## src/rtl/demux_stream_if.sv

```systemverilog
// demux_stream_if: producer-side and consumer-side stream signals of the 1-to-N demux
interface demux_stream_if #(
  parameter int WIDTH = 8,
  parameter int N_OUT = 8,
  parameter int SEL_W = $clog2(N_OUT)
);
  logic [WIDTH-1:0]       in_data;
  logic [SEL_W-1:0]       in_sel;
  logic                   in_last;
  logic                   in_valid;
  logic                   in_ready;
  logic [N_OUT*WIDTH-1:0] out_data;
  logic [N_OUT-1:0]       out_valid;
  logic [N_OUT-1:0]       out_ready;
  logic                   err;
  modport master (
    output in_data, in_sel, in_last, in_valid, out_ready,
    input  in_ready, out_data, out_valid, err
  );
  modport slave (
    input  in_data, in_sel, in_last, in_valid, out_ready,
    output in_ready, out_data, out_valid, err
  );
endinterface

```

## src/rtl/demux_stream.sv

```systemverilog
// demux_stream: 1-to-N valid/ready stream demux with one holding register.
// DEMUX_PKT_LOCK_EN compiles in the packet lock that pins a packet to its first beat's channel.
module demux_stream #(
  parameter int WIDTH = 8,
  parameter int N_OUT = 8,
  parameter int SEL_W = $clog2(N_OUT)
) (
  input logic clk,
  input logic rst,
  demux_stream_if.slave s
);
  logic [WIDTH-1:0]       hold_data;
  logic [SEL_W-1:0]       hold_dst;
  logic                   hold_vld;
  logic                   err_q;
  logic [SEL_W-1:0]       dest;
  logic                   first;
  logic                   legal;
  logic                   acc;
  logic [2**SEL_W-1:0]    rdy_p;
  // Pad out_ready so any select value indexes safely when N_OUT is not a power of two
  assign rdy_p      = (2**SEL_W)'(s.out_ready);
  assign legal      = {1'b0, dest} < (SEL_W+1)'(N_OUT);
  assign s.in_ready = !rst && (!hold_vld || rdy_p[hold_dst]);
  assign acc        = s.in_valid && s.in_ready;
  assign s.err      = err_q;
`ifdef DEMUX_PKT_LOCK_EN
  typedef enum logic {IDLE, BUSY} state_t;
  state_t           state, state_n;
  logic [SEL_W-1:0] lock_sel;
  always_ff @(posedge clk or posedge rst)
    if (rst) begin
      state    <= IDLE;
      lock_sel <= '0;
    end else begin
      state <= state_n;
      if (acc && state == IDLE && !s.in_last) lock_sel <= s.in_sel;
    end
  always_comb begin
    state_n = state;
    if (acc) state_n = s.in_last ? IDLE : BUSY;
  end
  assign dest  = state == BUSY ? lock_sel : s.in_sel;
  assign first = state == IDLE;
`else
  assign dest  = s.in_sel;
  assign first = 1'b1;
`endif
  // An illegal lock drops the rest of its packet silently; only the first beat flags err
  always_ff @(posedge clk or posedge rst)
    if (rst) begin
      hold_vld  <= 1'b0;
      hold_data <= '0;
      hold_dst  <= '0;
      err_q     <= 1'b0;
    end else begin
      err_q <= acc && !legal && first;
      if (acc) begin
        hold_vld <= legal;
        if (legal) begin
          hold_data <= s.in_data;
          hold_dst  <= dest;
        end
      end else if (hold_vld && rdy_p[hold_dst]) hold_vld <= 1'b0;
    end
  for (genvar k = 0; k < N_OUT; k++) begin : g_out
    assign s.out_valid[k]               = hold_vld && hold_dst == SEL_W'(k);
    assign s.out_data[k*WIDTH +: WIDTH] = s.out_valid[k] ? hold_data : '0;
  end
endmodule

```

## src/flat_wrapper.sv

```systemverilog
// flat-port wrapper written by rule: the top's interface ports become plain ports
module demux_stream_flat 
#(
  parameter int WIDTH = 8,
  parameter int N_OUT = 8,
  parameter int SEL_W = $clog2(N_OUT)
)
  (clk, rst, s_in_data, s_in_sel, s_in_last, s_in_valid, s_out_ready, s_in_ready, s_out_data, s_out_valid, s_err);
  demux_stream_if #(.WIDTH(WIDTH), .N_OUT(N_OUT), .SEL_W(SEL_W)) s_i ();
  input logic clk;
  input logic rst;
  input wire logic [$bits(s_i.in_data)-1:0] s_in_data;
  input wire logic [$bits(s_i.in_sel)-1:0] s_in_sel;
  input wire logic [$bits(s_i.in_last)-1:0] s_in_last;
  input wire logic [$bits(s_i.in_valid)-1:0] s_in_valid;
  input wire logic [$bits(s_i.out_ready)-1:0] s_out_ready;
  output wire logic [$bits(s_i.in_ready)-1:0] s_in_ready;
  output wire logic [$bits(s_i.out_data)-1:0] s_out_data;
  output wire logic [$bits(s_i.out_valid)-1:0] s_out_valid;
  output wire logic [$bits(s_i.err)-1:0] s_err;
  assign s_i.in_data = s_in_data;
  assign s_i.in_sel = s_in_sel;
  assign s_i.in_last = s_in_last;
  assign s_i.in_valid = s_in_valid;
  assign s_i.out_ready = s_out_ready;
  assign s_in_ready = s_i.in_ready;
  assign s_out_data = s_i.out_data;
  assign s_out_valid = s_i.out_valid;
  assign s_err = s_i.err;
  demux_stream #(.WIDTH(WIDTH), .N_OUT(N_OUT), .SEL_W(SEL_W)) u_core (.clk(clk), .rst(rst), .s(s_i));
endmodule
```

## config.mk

```make
export PLATFORM = sky130hd
export DESIGN_NAME = demux_stream_flat
export DESIGN_NICKNAME = d
export VERILOG_FILES = /design/src/rtl/demux_stream_if.sv /design/src/rtl/demux_stream.sv /design/src/flat_wrapper.sv
export SDC_FILE = /design/constraint.sdc
export NUM_CORES = 1
export LEC_CHECK = 0
export ABC_AREA = 1
export CORE_AREA = 2 2 62 64
export DETAILED_ROUTE_END_ITERATION = 8
export DIE_AREA = 0 0 64 66
export HOLD_SLACK_MARGIN = 0.1
export PLACE_DENSITY = 0.77
export SLEW_MARGIN = 30
export SYNTH_ARGS = -nofsm -noshare
export SYNTH_HDL_FRONTEND = slang
export SYNTH_SLANG_ARGS = --single-unit
```

## constraint.sdc

```tcl
create_clock -name clk -period 1.45 [get_ports clk]
set_input_delay 0.435 -clock clk [delete_from_list [all_inputs] [get_ports clk]]
set_output_delay 0.435 -clock clk [all_outputs]
set_load 0.01 [all_outputs]
```

==> results of run 1 <==
-- cells in the final DEF (no fill, tap or decap), types with 5 or more instances in the layout --
cell             Yosys  routed
nand4_1             11      11
dfrtp_1             12       9
buf_2                0      39
buf_6                3      50
clkdlybuf4s50_1      0      21
nor2_4               0      44
inv_4                0       5
buf_12               0       7
nor2_2               1      34
buf_4                1      24
inv_1               29      16
nand2_1             30      25
-- worst min-delay path, cell delays in order, from the launching register on --
cell and delay, ps:
dfrtp_1 350, nand2_1 50, nand2_1 40
-- timing repair --
item | CTS | global route
buffers inserted | 17 | 8
gates cloned | 1 | 0
resized for setup | 366 | 27
pin swaps | 24 | 18
endpoints found under the setup margin | 85 | 85
-- routing by layer --
| layer | routed length [um] | vias up | GRT usage, % |
|---|---|---|---|
| met1 | 1966 | 796 | 27.39 |
| met5 | 0 | - | 0 |
| met2 | 3087 | 101 | 49.22 |
| li1 | - | 832 | - |
| met4 | 330 | 0 | 7.609 |
| met3 | 378 | 30 | 3.748 |
-- area by class of cell --
type / instances / area share [%]
Multi-Input combinational cell: 134 / 36.62
Inverter: 29 / 5.292
Clock buffer: 4 / 1.228
Sequential cell: 12 / 10.29
Tap cell: 48 / 2.032
Timing Repair Buffer: 142 / 44.54
-- state kept, by name (all words and copies together), names as in the netlist --
signal and count:
u_core.hold_data 8, u_core.hold_vld 1, u_core.hold_dst 3
-- per-stage QoR --
stage,std cells,power (mW)
after floorplan,180,2.259
after global placement,342,3.624
after detailed placement,342,3.664
after CTS,362,4.798
after global routing,369,5.310
final,369,5.055
-- cell families (layout without fill, tap and decap cells) --
family,Yosys count,after routing,synth area share (%)
AO/OA/AOI/OAI,2,2,1.699
buffers and inverters,34,175,15.90
flip-flops,12,12,29.13
other,1,1,0.3637
AND/OR/NAND/NOR,131,131,52.91
-- how the worst max path moves through the flow --
stage	endpoint	cells after the start	slack (ps)	start
floorplan	s_out_data[16]	6	-60	u_core.hold_dst[1]
global placement	s_in_ready	6	-820	s_out_ready[3]
detailed placement	s_in_ready	6	-840	s_out_ready[3]
global route	s_out_data[15]	7	-580	u_core.hold_dst[0]
finish	s_out_data[14]	7	-550	u_core.hold_dst[0]
CTS	s_in_ready	7	-430	u_core.hold_dst[1]
-- power breakdown --
part / leakage (nW) / switching [mW] / internal (mW) / total [mW]
Combinational: 1.24 / 2.23 / 1.87 / 4.10
Clock: 0.0210 / 0.115 / 0.153 / 0.267
Sequential: 0.145 / 0.176 / 0.509 / 0.685
==> flow_metrics.env, run 1 <==
export IMPL_status="complete, but fails checks"
export IMPL_failed_checks="setup timing"
export IMPL_yosys_area_top_type_share_pct=29.13
export IMPL_yosys_area_top_type="dfrtp_1"
export IMPL_die_w_um=64
export IMPL_power_leakage_nw=1.405
export IMPL_dp_hpwl_um=3421
export IMPL_place_area_um2=2630
export IMPL_grt_pass1_vias=1635
export IMPL_fin_crit_ps=2003
export IMPL_core_area_um2=3551
export IMPL_num_vias=1759
export IMPL_nets=345
export IMPL_gr_total_overflow=0
export IMPL_rsz0062_at_grt="yes"
export IMPL_worst_path_largest_cell_delay_ps=470
export IMPL_ys_seq_elements=12
export IMPL_clk_pin_slew_ps=80
export IMPL_multi_input_area_um2=1082
export IMPL_crit_path_start_kind="flop"
export IMPL_critPathKind="reg2out"
export IMPL_synth_area_um2=1031
export IMPL_routedWlPerCell_um=15.62
export IMPL_netlist_top_cells_area="dfrtp_1, nor2_1, nand2_1"
export IMPL_drt_pass1_iter_count=4
export IMPL_vias_per_cell=4.767
export IMPL_worst_slack_ps=-552.5
export IMPL_arrival_ps=1570
export IMPL_yosysMostFrequentCell="nor2_1"
export IMPL_ys_seq_area_share_pct=29.13
export IMPL_async_flop_share_pct=100.0
export IMPL_num_rows=22
export IMPL_register_area_um2=304.0
export IMPL_slew_viol_final=0
export IMPL_drt_iter0_markers=59
export IMPL_detail_route_wirelength_um=5762
export IMPL_worstReg2RegEnd="u_core.hold_dst[0]"
export IMPL_period_share_pct=138.1
export IMPL_dieArea_um2=4224
export IMPL_cts_tree="yes"
export IMPL_synthFlopType="dfrtp_1"
export IMPL_initial_core_util_pct=29.03
export IMPL_skew_ps=6.400
export IMPL_clkLatencyLatePin_ps=270
export IMPL_rr_startpoint="u_core.hold_dst[1]"
export IMPL_timing_hold_ws_ps=478.8
export IMPL_die_y_um=66
export IMPL_grt_start_max_net_pins=14
export IMPL_portBuffers=94
export IMPL_area_delta_synth_final_pct=186.7
export IMPL_tns_ps=-37040
export IMPL_hold_path_depth=2
export IMPL_drcViolationCount=0
export IMPL_clkSinkCount=12
export IMPL_vdd_drop_max_mv=1.125
export IMPL_synthCells=180
export IMPL_cts_root_buf="clkbuf_4"
export IMPL_hold_viol_final=0
export IMPL_synthTopCellsByCount="nor2_1, nand2_1, inv_1"
export IMPL_maxCapViolCount=0
export IMPL_gp_congestion=0.8901
export IMPL_preCtsSetupSlack_ps=-839.3
export IMPL_end_kind="output pin"
export IMPL_numCtsBuffers=3
export IMPL_max_slew_margin_pct=61.66
export IMPL_worst_endpoint_required_ps=1020
export IMPL_hold_end="u_core.hold_data[3]"
export IMPL_grt_antenna_before_repair=0
export IMPL_final_core_util_pct=83.23
export IMPL_cts_max_level=1
export IMPL_holdCritStartpoint="u_core.hold_data[3]"
export IMPL_design_area_um2=2955
export IMPL_grt_use_total_pct=25.07
export IMPL_path_delay_family="flip-flops"
export IMPL_reg2regPathDepth=13
export IMPL_ioPinCount=97
export IMPL_drive_gt1_share_pct=73.21
export IMPL_finalSetupViolCount=85
export IMPL_worst_pin_slew_ps=574.4
export IMPL_grt_pass1_wl_um=8362
export IMPL_hold_buffers=0
export IMPL_regToRegSetupSlack_ps=-430
export IMPL_power_density_nw_per_um2=1711
export IMPL_nFillCells=203
export IMPL_synth_nets=203
export IMPL_synth_cell_type_count=16
export IMPL_ant_nets=0
export IMPL_synth_edf_count=0
export IMPL_fmax_mhz=499.4
export IMPL_clk_path_buf_depth=2
export IMPL_yosys_warnings=0
export IMPL_cp_cell_sequence="inv_4, nor2_2, inv_2, nor2_4, inv_8, nor2_4, buf_6"
export IMPL_cp_slowest_cell="dfrtp_2"
export IMPL_crit_top_cell="nor2_4"
export IMPL_diodes=0
export IMPL_avgSynthCellArea_um2=5.728
export IMPL_path_buf_inv=4
export IMPL_path_max_fanout=8
export IMPL_min_path_type="reg2reg"
No activity file was read; power rests on OpenSTA's default activity.
==> inputs of run 2 (changes only) <==
RECOVER_POWER = 100   (was unset)
==> run 2 against run 1 <==
The run still ends with setup timing left; clock-buffer cell count is the same; hold slack got worse by 1.0 ps; sequential share of layout area is essentially flat; clock power about the same; critical path depth unchanged; first-iteration DRC count decreased by 3.4%; core utilization shrank 0.11 points; worst setup slack better by 3.9 ps; combinational power is essentially flat; global-route usage stayed put; die area unchanged.
==> flow_metrics.env, run 2 (synthesized netlist as in run 1, its figures left out) <==
export IMPL_status="complete, but fails checks"
export IMPL_failed_checks="setup timing"
export IMPL_maxCapViolCount=0
export IMPL_gr_total_overflow=0
export IMPL_hold_buffers=0
export IMPL_p_comb_share_pct=81.1
export IMPL_drive_gt1_share_pct=72.90
export IMPL_die_w_um=64
export IMPL_grt_start_max_net_pins=14
export IMPL_dieArea_um2=4224
export IMPL_rsz0062_at_grt="yes"
export IMPL_num_vias=1741
export IMPL_placed_cells=342
export IMPL_gp_congestion=0.8901
export IMPL_top_register="u_core.hold_data"
export IMPL_biggestRegsByFlops="u_core.hold_data x8, u_core.hold_dst x3, u_core.hold_vld x1"
export IMPL_drt_iter0_markers=57
export IMPL_timing_hold_ws_ps=477.8
export IMPL_largest_reg_flops=8
export IMPL_cts_max_level=1
export IMPL_period_share_pct=137.8
export IMPL_grt_pass1_vias=1635
export IMPL_dp_hpwl_um=3421
export IMPL_final_common_cell="buf_6"
export IMPL_worst_pin_slew_ps=574.4
export IMPL_critPathKind="reg2out"
export IMPL_vias_per_cell=4.718
export IMPL_vdd_drop_max_mv=1.117
export IMPL_detail_route_wirelength_um=5753
export IMPL_layout_common_cells="buf_6, nor2_4, buf_2"
export IMPL_layoutNonFillerInstCount=369
export IMPL_intPower_mw=2.530
export IMPL_seq_power_share_pct=13.5
export IMPL_hold_viol_final=0
export IMPL_nets=345
export IMPL_worst_endpoint_required_ps=1020
export IMPL_max_slew_margin_pct=61.66
export IMPL_crit_path_start_kind="flop"
export IMPL_cts_root_buf="clkbuf_4"
export IMPL_clk_path_buf_depth=2
export IMPL_path_max_fanout=8
export IMPL_pwr_share_clk_pct=5.3
export IMPL_grt_use_total_pct=25.07
export IMPL_end_kind="output pin"
export IMPL_area_delta_synth_final_pct=186.3
export IMPL_grt_antenna_before_repair=0
export IMPL_grt_pass1_wl_um=8362
export IMPL_clkLatencyLatePin_ps=270
export IMPL_arrival_ps=1560
export IMPL_power_density_nw_per_um2=1710
export IMPL_finalSetupViolCount=85
export IMPL_worst_slack_ps=-548.6
export IMPL_num_rows=22
export IMPL_numCtsBuffers=3
export IMPL_cts_tree="yes"
export IMPL_p_sw_mw=2.518
export IMPL_portBuffers=94
export IMPL_initial_core_util_pct=29.03
export IMPL_min_path_type="reg2reg"
export IMPL_clk_pin_slew_ps=80
export IMPL_ioPinCount=97
export IMPL_p_sw_share_pct=49.88
export IMPL_clkSinkCount=12
export IMPL_ant_nets=0
export IMPL_power_leakage_nw=1.401
export IMPL_slew_viol_final=0
export IMPL_routedWlPerCell_um=15.59
export IMPL_core_area_um2=3551
export IMPL_fin_crit_ps=1999
export IMPL_diodes=0
export IMPL_fmax_mhz=500.3
export IMPL_die_y_um=66
export IMPL_power_total_mw=5.048
export IMPL_skew_ps=7.175
export IMPL_drcViolationCount=0
export IMPL_tns_ps=-37010
export IMPL_drt_pass1_iter_count=4
## run 2: layout make-up
cell class | count | area, um^2
fillers | 204 | 599.3
clock buffers | 4 | 36.28
flip-flops and latches | 12 | 304.0
repair buffers | 142 | 1313
inverters | 29 | 156.4
well taps | 48 | 60.06
multi-input cells | 134 | 1082
## run 2: per-layer routing
layer | vias up | wire [um] | global-route usage [%]
met5 | - | 0 | 0
met4 | 0 | 309 | 7.609
met3 | 24 | 363 | 3.748
met2 | 90 | 3110 | 49.22
met1 | 797 | 1970 | 27.39
li1 | 830 | - | -
## run 2: power groups by stage
| stage | clock, mW | sequential (mW) | combinational [mW] |
|---|---|---|---|
| after floorplan | 0 | 0.616 | 1.64 |
| after global placement | 0 | 0.631 | 2.99 |
| after detailed placement | 0 | 0.640 | 3.02 |
| after CTS | 0.264 | 0.658 | 3.88 |
| after global routing | 0.280 | 0.704 | 4.32 |
| final | 0.268 | 0.684 | 4.10 |
## run 2: final timing paths
check | start | endpoint | slack, ps | cells past startpoint
worst max-delay path | u_core.hold_dst[0] | s_out_data[14] | -550 | 7
worst min-delay path | u_core.hold_data[3] | u_core.hold_data[3] | 480 | 2
worst max register to register | u_core.hold_dst[1] | u_core.hold_dst[0] | -430 | 13
worst min register to register | u_core.hold_data[3] | u_core.hold_data[3] | 480 | 2
max in group asynchronous | rst | u_core.hold_dst[2] | 170 | 4
min in group asynchronous | rst | u_core.hold_dst[1] | 680 | 3
## run 2: what timing repair did
action                     CTS  global route
pin swaps                   24            18
setup endpoints to repair   85            85
buffers inserted            17             8
gates cloned                 1             0
gates resized for setup    366            27
## run 2: stage by stage
stage	worst slack, ps	util [%]	instance area, um^2
floorplan	-62.10	-	1409
global placement	-819.5	74.07	2630
detailed placement	-839.3	74.07	2630
CTS	-432.0	81.36	2889
global route	-583.3	83.12	2952
finish	-548.6	83.12	2952
## run 2: worst max-delay path, cell delays in order, from the launching register on
cell and delay, ps:
dfrtp_2 470, inv_4 80, nor2_2 140, inv_2 80, nor2_4 200, inv_8 100, nor2_4 110, buf_6 110
==> inputs of run 3 (changes only) <==
SKIP_CTS_REPAIR_TIMING = 1   (was unset)
==> run 3 against run 2 <==
The flow still finishes with violations (setup timing); cell count down 4.3%; die area unchanged; clock skew shrank 6.2 ps; cell area shrank 11%; worst setup slack better by 31 ps; critical path type unchanged; critical endpoint is now s_in_ready; largest cell class unchanged.
==> flow_metrics.env, run 3 (synthesized netlist as in run 1, its figures left out) <==
export IMPL_placed_cells=342
export IMPL_detail_route_wirelength_um=4657
export IMPL_nFillCells=282
export IMPL_clk_pin_slew_ps=70
export IMPL_drt_iter0_markers=47
export IMPL_worst_path_largest_cell_delay_ps=440
export IMPL_grt_pass1_vias=1345
export IMPL_drive_gt1_share_pct=70.16
export IMPL_layoutNonFillerInstCount=353
export IMPL_hold_viol_final=0
export IMPL_worstReg2RegEnd="u_core.hold_dst[2]"
export IMPL_num_rows=22
export IMPL_min_path_type="reg2reg"
export IMPL_rr_startpoint="u_core.hold_dst[1]"
export IMPL_die_y_um=66
export IMPL_power_density_nw_per_um2=1626
export IMPL_biggestRegsByFlops="u_core.hold_data x8, u_core.hold_dst x3, u_core.hold_vld x1"
export IMPL_grt_start_max_net_pins=14
export IMPL_final_common_cell="nor2_4"
export IMPL_hold_end="u_core.hold_data[6]"
export IMPL_cp_slowest_cell="dfrtp_2"
export IMPL_initial_core_util_pct=29.03
export IMPL_final_core_util_pct=74.21
export IMPL_preCtsSetupSlack_ps=-839.3
export IMPL_cts_root_buf="clkbuf_4"
export IMPL_path_max_fanout=4
export IMPL_arrival_ps=1530
export IMPL_worst_endpoint_required_ps=1020
export IMPL_largest_reg_flops=8
export IMPL_skew_ps=1.002
export IMPL_layout_common_cells="nor2_4, nor2_2, buf_2"
export IMPL_clk_path_buf_depth=2
export IMPL_area_delta_synth_final_pct=155.6
export IMPL_top_register="u_core.hold_data"
export IMPL_vias_per_cell=4.470
export IMPL_dp_hpwl_um=3421
export IMPL_ant_nets=0
export IMPL_ioPinCount=97
export IMPL_cts_max_level=1
export IMPL_drt_pass1_iter_count=4
export IMPL_rsz0062_at_grt="yes"
export IMPL_fin_crit_ps=1968
export IMPL_cts_tree="yes"
export IMPL_holdCritStartpoint="u_core.hold_data[6]"
export IMPL_slew_viol_final=0
export IMPL_portBuffers=94
export IMPL_status="complete, but fails checks"
export IMPL_reg2regPathDepth=11
export IMPL_cp_cell_sequence="inv_2, buf_4, nand3_1, nand3_2, nor2_4, nor3_2, buf_2"
export IMPL_critPathKind="reg2out"
export IMPL_clkLatencyLatePin_ps=260
export IMPL_worst_slack_ps=-518.0
export IMPL_nets=329
export IMPL_diodes=0
export IMPL_end_kind="output pin"
export IMPL_grt_pass1_wl_um=6499
export IMPL_power_leakage_nw=1.273
export IMPL_fmax_mhz=508.1
export IMPL_grt_antenna_before_repair=0
export IMPL_gp_congestion=0.8901
export IMPL_numCtsBuffers=3
export IMPL_tns_ps=-32580
export IMPL_vdd_drop_max_mv=0.9964
export IMPL_clkSinkCount=12
export IMPL_routedWlPerCell_um=13.19
export IMPL_die_w_um=64
export IMPL_finalSetupViolCount=85
export IMPL_grt_use_total_pct=19.02
export IMPL_num_vias=1578
export IMPL_crit_path_start_kind="flop"
export IMPL_failed_checks="setup timing"
export IMPL_hold_path_depth=2
export IMPL_dieArea_um2=4224
export IMPL_maxCapViolCount=0
export IMPL_drcViolationCount=0
export IMPL_core_area_um2=3551
export IMPL_regToRegSetupSlack_ps=-240
export IMPL_gr_total_overflow=0
export IMPL_period_share_pct=135.7
run 3: cell type report:
cell class                      count  area (um^2)  share of cell area (%)
Clock buffer                        4        36.28                   1.377
Timing Repair Buffer              126         1047                   39.74
Inverter                           29        151.4                   5.745
Sequential cell                    12        304.0                   11.54
Tap cell                           48        60.06                   2.279
Multi-Input combinational cell    134         1036                   39.32
run 3: per-stage QoR:
step | hold WS [ps] | cell area [um^2] | total power, mW
2_1_floorplan | 391.9 | 1409 | 2.259
3_3_place_gp | 455.2 | 2630 | 3.624
3_5_place_dp | 460.2 | 2630 | 3.664
4_1_cts | 478.3 | 2666 | 3.928
5_1_grt | 493.8 | 2635 | 4.559
6_report | 471.7 | 2635 | 4.285
run 3: per-layer routing:
layer	GRT usage [%]	vias to the layer above	part of all wire, %
met4	3.533	0	2.3
met2	34.77	63	54
met3	2.896	8	5.6
met5	0	-	0
li1	-	797	-
met1	23.66	710	38
run 3: worst max-delay path by stage:
stage          slack, ps              to               start
2_1_floorplan        -60  s_out_data[16]  u_core.hold_dst[1]
3_3_place_gp        -820      s_in_ready      s_out_ready[3]
3_5_place_dp        -840      s_in_ready      s_out_ready[3]
4_1_cts             -880  s_out_data[12]  u_core.hold_dst[0]
5_1_grt             -590      s_in_ready  u_core.hold_dst[1]
6_report            -520      s_in_ready  u_core.hold_dst[1]
run 3: worst max-delay path: cells and delay by family, from the launching register on:
family / cells / cell delay [ps]
AND/OR/NAND/NOR: 4 / 420
flip-flops: 1 / 440
buffers and inverters: 3 / 400
run 3: power by group:
group	internal [mW]	total, mW	switching (mW)
clock	0.152	0.254	0.102
sequential	0.509	0.680	0.171
combinational	1.42	3.35	1.93
total	2.08	4.28	2.21
